`src/rtl/lsu_pkg.sv`:
```
// Types and constants shared by the LSU data-memory path and the memory instance.
package lsu_pkg;

  localparam int unsigned LdTagW     = 4;
  localparam int unsigned DMEM_BYTES = 256;

  typedef logic [LdTagW-1:0] ld_tag_t;

  typedef struct packed {
    ld_tag_t     tag;
    logic [31:0] data;
    logic        err;
  } dmem_rsp_t;

  typedef enum logic {
    ST_PRI,
    LD_PRI
  } arb_pri_e;

endpackage

```
`src/rtl/dmem_rsp_buf.sv`:
```
// One-entry registered response slice between the data memory and CDB arbitration.
module dmem_rsp_buf
  import lsu_pkg::*;
#(
  parameter int unsigned Width = $bits(dmem_rsp_t)
) (
  input  logic             clk_i,
  input  logic             rst_ni,
  input  logic             in_valid_i,
  output logic             in_ready_o,
  input  logic [Width-1:0] in_data_i,
  output logic             out_valid_o,
  input  logic             out_ready_i,
  output logic [Width-1:0] out_data_o
);

  logic             valid_q, valid_d;
  logic [Width-1:0] data_q, data_d;

  // Accept when empty or when the held entry leaves this same cycle.
  assign in_ready_o = !valid_q || out_ready_i;

  always_comb begin
    valid_d = valid_q;
    data_d  = data_q;
    if (in_valid_i) begin
      valid_d = 1'b1;
      data_d  = in_data_i;
    end else if (out_ready_i) begin
      valid_d = 1'b0;
    end
  end

  always_ff @(posedge clk_i or negedge rst_ni) begin
    if (!rst_ni) begin
      valid_q <= 1'b0;
      data_q  <= '0;
    end else begin
      valid_q <= valid_d;
      data_q  <= data_d;
    end
  end

  assign out_valid_o = valid_q;
  assign out_data_o  = data_q;

endmodule

```
`src/rtl/dmem_port_arbiter.sv`:
```
// Arbitrates the single data-memory port between store commit and the load queue,
// with a starvation guard for loads and a one-entry registered load response.
module dmem_port_arbiter
  import lsu_pkg::*;
#(
  parameter int unsigned TAG_W        = LdTagW,
  parameter int unsigned MEM_BYTES    = DMEM_BYTES,
  parameter int unsigned STARVE_LIMIT = 4
) (
  input  logic             clk_i,
  input  logic             rst_ni,
  input  logic             st_valid_i,
  output logic             st_ready_o,
  input  logic [31:0]      st_addr_i,
  input  logic [31:0]      st_data_i,
  input  logic             ld_valid_i,
  output logic             ld_ready_o,
  input  logic [31:0]      ld_addr_i,
  input  logic [TAG_W-1:0] ld_tag_i,
  output logic             rsp_valid_o,
  input  logic             rsp_ready_i,
  output logic [TAG_W-1:0] rsp_tag_o,
  output logic [31:0]      rsp_data_o,
  output logic             rsp_err_o,
  output logic             st_err_o,
  output logic             mem_wr_en_o,
  output logic [31:0]      mem_addr_o,
  output logic [31:0]      mem_data_o,
  input  logic [31:0]      mem_rdata_i
);

  localparam int unsigned     CntW    = $clog2(STARVE_LIMIT + 1);
  localparam int unsigned     RspW    = TAG_W + 33;
  localparam logic [32:0]     MaxAddr = 33'(MEM_BYTES - 4);
  localparam logic [CntW-1:0] Limit   = CntW'(STARVE_LIMIT);

  arb_pri_e        pri_q, pri_d;
  logic [CntW-1:0] cnt_q, cnt_d;
  logic            st_err_q;
  logic            rsp_free, ld_elig, st_gnt, ld_gnt, st_oor, ld_oor;
  logic [RspW-1:0] rsp_in, rsp_out;

  // 33-bit compare so addresses near 2^32 cannot wrap into range.
  function automatic logic out_of_range(input logic [31:0] addr);
    return (addr[1:0] != 2'b00) || ({1'b0, addr} > MaxAddr);
  endfunction

  assign st_oor  = out_of_range(st_addr_i);
  assign ld_oor  = out_of_range(ld_addr_i);
  assign ld_elig = ld_valid_i && rsp_free;

  // Grants are suppressed while reset is held so no write leaks out during reset.
  always_comb begin
    st_gnt = 1'b0;
    ld_gnt = 1'b0;
    if (rst_ni) begin
      unique case (pri_q)
        LD_PRI: begin
          ld_gnt = ld_elig;
          st_gnt = st_valid_i && !ld_elig;
        end
        default: begin
          st_gnt = st_valid_i;
          ld_gnt = ld_elig && !st_valid_i;
        end
      endcase
    end
  end

  always_comb begin
    pri_d = pri_q;
    cnt_d = cnt_q;
    if (ld_gnt) begin
      cnt_d = '0;
      pri_d = ST_PRI;
    end else if (st_gnt && ld_elig && (cnt_q != Limit)) begin
      cnt_d = cnt_q + 1'b1;
      if (cnt_d == Limit) begin
        pri_d = LD_PRI;
      end
    end
  end

  always_ff @(posedge clk_i or negedge rst_ni) begin
    if (!rst_ni) begin
      pri_q    <= ST_PRI;
      cnt_q    <= '0;
      st_err_q <= 1'b0;
    end else begin
      pri_q    <= pri_d;
      cnt_q    <= cnt_d;
      st_err_q <= st_err_q || (st_gnt && st_oor);
    end
  end

  always_comb begin
    mem_wr_en_o = 1'b0;
    mem_addr_o  = '0;
    mem_data_o  = '0;
    if (st_gnt) begin
      mem_wr_en_o = !st_oor;
      mem_addr_o  = st_addr_i;
      mem_data_o  = st_data_i;
    end else if (ld_gnt) begin
      mem_addr_o  = ld_addr_i;
    end
  end

  assign rsp_in = {ld_tag_i, (ld_oor ? 32'h0 : mem_rdata_i), ld_oor};

  dmem_rsp_buf #(
    .Width (RspW)
  ) u_rsp_buf (
    .clk_i       (clk_i),
    .rst_ni      (rst_ni),
    .in_valid_i  (ld_gnt),
    .in_ready_o  (rsp_free),
    .in_data_i   (rsp_in),
    .out_valid_o (rsp_valid_o),
    .out_ready_i (rsp_ready_i),
    .out_data_o  (rsp_out)
  );

  assign st_ready_o = st_gnt;
  assign ld_ready_o = ld_gnt;
  assign st_err_o   = st_err_q;
  assign rsp_tag_o  = rsp_out[RspW-1 -: TAG_W];
  assign rsp_data_o = rsp_out[32:1];
  assign rsp_err_o  = rsp_out[0];

endmodule

```
`config.mk`:
```
export PLATFORM = sky130hd
export DESIGN_NAME = dmem_port_arbiter
export DESIGN_NICKNAME = d
export VERILOG_FILES = /design/src/rtl/lsu_pkg.sv /design/src/rtl/dmem_rsp_buf.sv /design/src/rtl/dmem_port_arbiter.sv
export SDC_FILE = /design/constraint.sdc
export NUM_CORES = 1
export LEC_CHECK = 0
export BUFFER_PORTS_ARGS = -buffer_cell sky130_fd_sc_hd__buf_2
export CAP_MARGIN = 10
export CORE_AREA = 2 2 93 95
export CTS_CLUSTER_SIZE = 10
export DETAILED_ROUTE_END_ITERATION = 10
export DIE_AREA = 0 0 95 97
export PLACE_DENSITY = 0.79
export SLEW_MARGIN = 20
export SYNTH_ARGS = -nofsm -noshare
export SYNTH_HDL_FRONTEND = slang
export SYNTH_SLANG_ARGS = --single-unit
```
`constraint.sdc`:
```
create_clock -name clk_i -period 4.45 [get_ports clk_i]
set_clock_uncertainty 0.1 [all_clocks]
set_input_delay 0.445 -clock clk_i [delete_from_list [all_inputs] [get_ports clk_i]]
set_output_delay 0.445 -clock clk_i [all_outputs]
set_load 0.02 [all_outputs]
```
==> run metrics <==
Yosys top cell by area=dfrtp_1; Num CTS Buffers=5; Post-Place Setup Slack=1600 ps; Setup crit end=mem_wr_en_o; compound-gate portion of the synthesized area=20.2%; post-synth top area share=43.6%; fill count=827; Reg2Reg Launch Point=pri_q$_DFFE_PN0P_; Die ar.=9220 um2; critical setup path kind=in2out; clock root cell=clkbuf_8; H-tree depth=2; setup violators final=0; GRT Overall Usage=20.7%; power density over the cells=243 nW/um2; final period utilization=75.6%; Setup Buffers After CTS=0; simple-gate portion of the synthesized area=27.6%; worst reg2reg path depth=4; status=finished, final reports clean; Critical Path AT=2820 ps; Worst-Skew Late Latency=280 ps; Synth Flop Type=dfrtp_1; antenna violations before repair=4; most common cell in the netlist=nand2_1; Ports=243; nets@finish=658; fin util=47.3%; Pleak=2.17 nW; Worst R2R Setup Slack=2210 ps; DRT Pass-1 Iters=4; final hold violation count=0; worst endpoint required time=3900 ps; Crit Path Max Fanout=45; Final TNS setup=0 ps; RD Place Congestion=0.944; Die W=95 um; XOR/XNOR share of the synthesized area=0.709%; initial core utilization=30.4%; warnings from Yosys=0; via count=3060; Worst-Margin Slew=937 ps; asr flop ratio synth=100%; post-route DRC violation count=0; Cell variety after synth=36; #FFs+latches synth=43; CTS tree=yes; Max Root-Sink Buffers=2; Final Max Tran Viols=0; synthesized cell area=2470 um2; largest family of logic cells by synthesized area=simple AND/OR/NAND/NOR gates; number of enable flip-flop cells after synthesis=0; Critical Path Sink Type=output port; sequential area share after synthesis=43.6%; largest cells by area after synthesis=dfrtp_1, nand2_1, a22o_1; Startpoint Class=input pin; met2 GRT Util=34.4%; core area=8130 um2; post-DR vias/cell=4.87; GRT busiest layer=met2; row count=33; RSZ-0062 raised after global routing=false; DP HPWL=8.16 mm; Worst setup startpoint=rst_ni; Hold Crit Class=in2reg; Remaining Overflow, GRT=0; die span in y=97 um; Post-Synthesis Cells=285; grt met1 use=25.5%; Mapped Avg Cell Area=8.67 um2; R2R Path End=u_rsp_buf.out_data_o[0]$_DFFE_PN0P_; ANT nets after route=0; Max Clk Rate=0.297 GHz; first-pass GRT wire length=14.8 mm; Setup WS post-layout=1090 ps; number of clock sinks=43; adder-cell share of the synthesized area=1.52%; post-synthesis mux area share=0.861%; pin count of the biggest net entering global routing=73; Routed WL=10.0 mm; Port Buf Inserts=242; Syn-to-layout area delta=55.6%; Post-synth top cells=nand2_1, dfrtp_1, and2_1; Max-Cap Viols=0; vias in the first global route=2896; GR Util met3=4.36%; synthesized netlist net count=425; Slew headroom=37.5%; drt wl/cell=15.9 um; layout cells sized above 1=51.3%; clock slew at reported path FFs=80 ps; maximum VDD drop=140 uV; starting DRC count in detailed routing=166; Period minus WS final=3360 ps
## layout by cell type, fill, tap and decap left out, drive strengths merged
cell type    instances
a22o                32
a31oi                1
and2                32
and3                 1
and3b                1
buf                246
clkbuf               6
clkinv               2
clkinvlp             1
dfrtp               43
diode                4
dlygate4sd3          1
ha                   3
inv                  4
mux2                 1
mux2i                1
nand2               80
nand2b               3
nand3                1
nand4                4
nor2                 4
nor3                 2
nor4                11
o211ai               1
o21a                 1
o21ai               33
o31ai                1
or4                  1
xnor2                1
xor2                 1
## power breakdown
group / switching [mW] / total [mW] / internal (mW) / leakage, nW
logic: 0.155 / 0.268 / 0.113 / 1.55
clock network: 0.131 / 0.241 / 0.110 / 0.0412
registers: 0.0162 / 0.425 / 0.408 / 0.581
## per-layer routing
metal  routed length [um]  share of wire, %
met1                 3890                39
met2                 4880                49
met3                  911               9.1
met4                  326               3.3
met5                    0                 0
## through the flow
stage	hold WS [ps]	cells	power [mW]	instance area, um2
final	244	628	0.934	3840
after global routing	236	628	0.991	3840
after CTS	234	624	0.943	3830
after detailed placement	261	615	0.699	3740
after global placement	256	615	0.692	3740
after floorplan	49.4	285	0.566	2470
## timing repair
item | 4_1_cts | 5_1_grt
setup endpoints to repair | 0 | 0
endpoints found under the hold margin | 12 | 0
gates resized for setup | 0 | 0
hold buffers | 1 | 0
## logic make-up after synthesis
| family | after synthesis |
|---|---|
| AOI/OAI and AO/OA | 69 |
| xor gates and xnor gates | 2 |
| adders and majority gates | 3 |
| buffers and inverters | 26 |
| DFF | 43 |
| muxes | 2 |
| and+or+nand+nor | 140 |
## state kept, by name, summed over array words and instances (netlist names)
name,count
cnt_q,3
pri_q,1
st_err_o,1
u_rsp_buf.out_data_o,37
u_rsp_buf.out_valid_o,1
## layout make-up
class                      count  area [um2]  area share (%)
sequential                    43        1080            28.0
clock buffer                   6        72.6            1.89
antenna                        4        10.0           0.260
inverter                       5        20.0           0.521
multi-input combinational    216        1270            33.0
clock inverter                 2        12.5           0.326
timing repair buffer         247        1250            32.6
tap                          105         131            3.42
## worst min-delay path by stage
stage / startpoint / endpoint / slack [ps] / cells past startpoint
2_1_floorplan: rst_ni / cnt_q[0]$_DFFE_PN0P_ / 50 / 0
3_3_place_gp: rst_ni / cnt_q[1]$_DFFE_PN0P_ / 260 / 1
3_5_place_dp: rst_ni / cnt_q[0]$_DFFE_PN0P_ / 260 / 1
4_1_cts: ld_tag_i[0] / u_rsp_buf.out_data_o[33]$_DFFE_PN0P_ / 230 / 3
5_1_grt: ld_tag_i[3] / u_rsp_buf.out_data_o[36]$_DFFE_PN0P_ / 240 / 3
6_report: ld_tag_i[1] / u_rsp_buf.out_data_o[34]$_DFFE_PN0P_ / 240 / 3
## critical path: stages
cell and delay [ps]:
dlygate4sd3_1 520, buf_2 300, nand2_1 150, a31oi_4 480, buf_4 450, inv_1 70
nor3_1 190, buf_2 190
No activity file was read; power rests on OpenSTA's default activity.
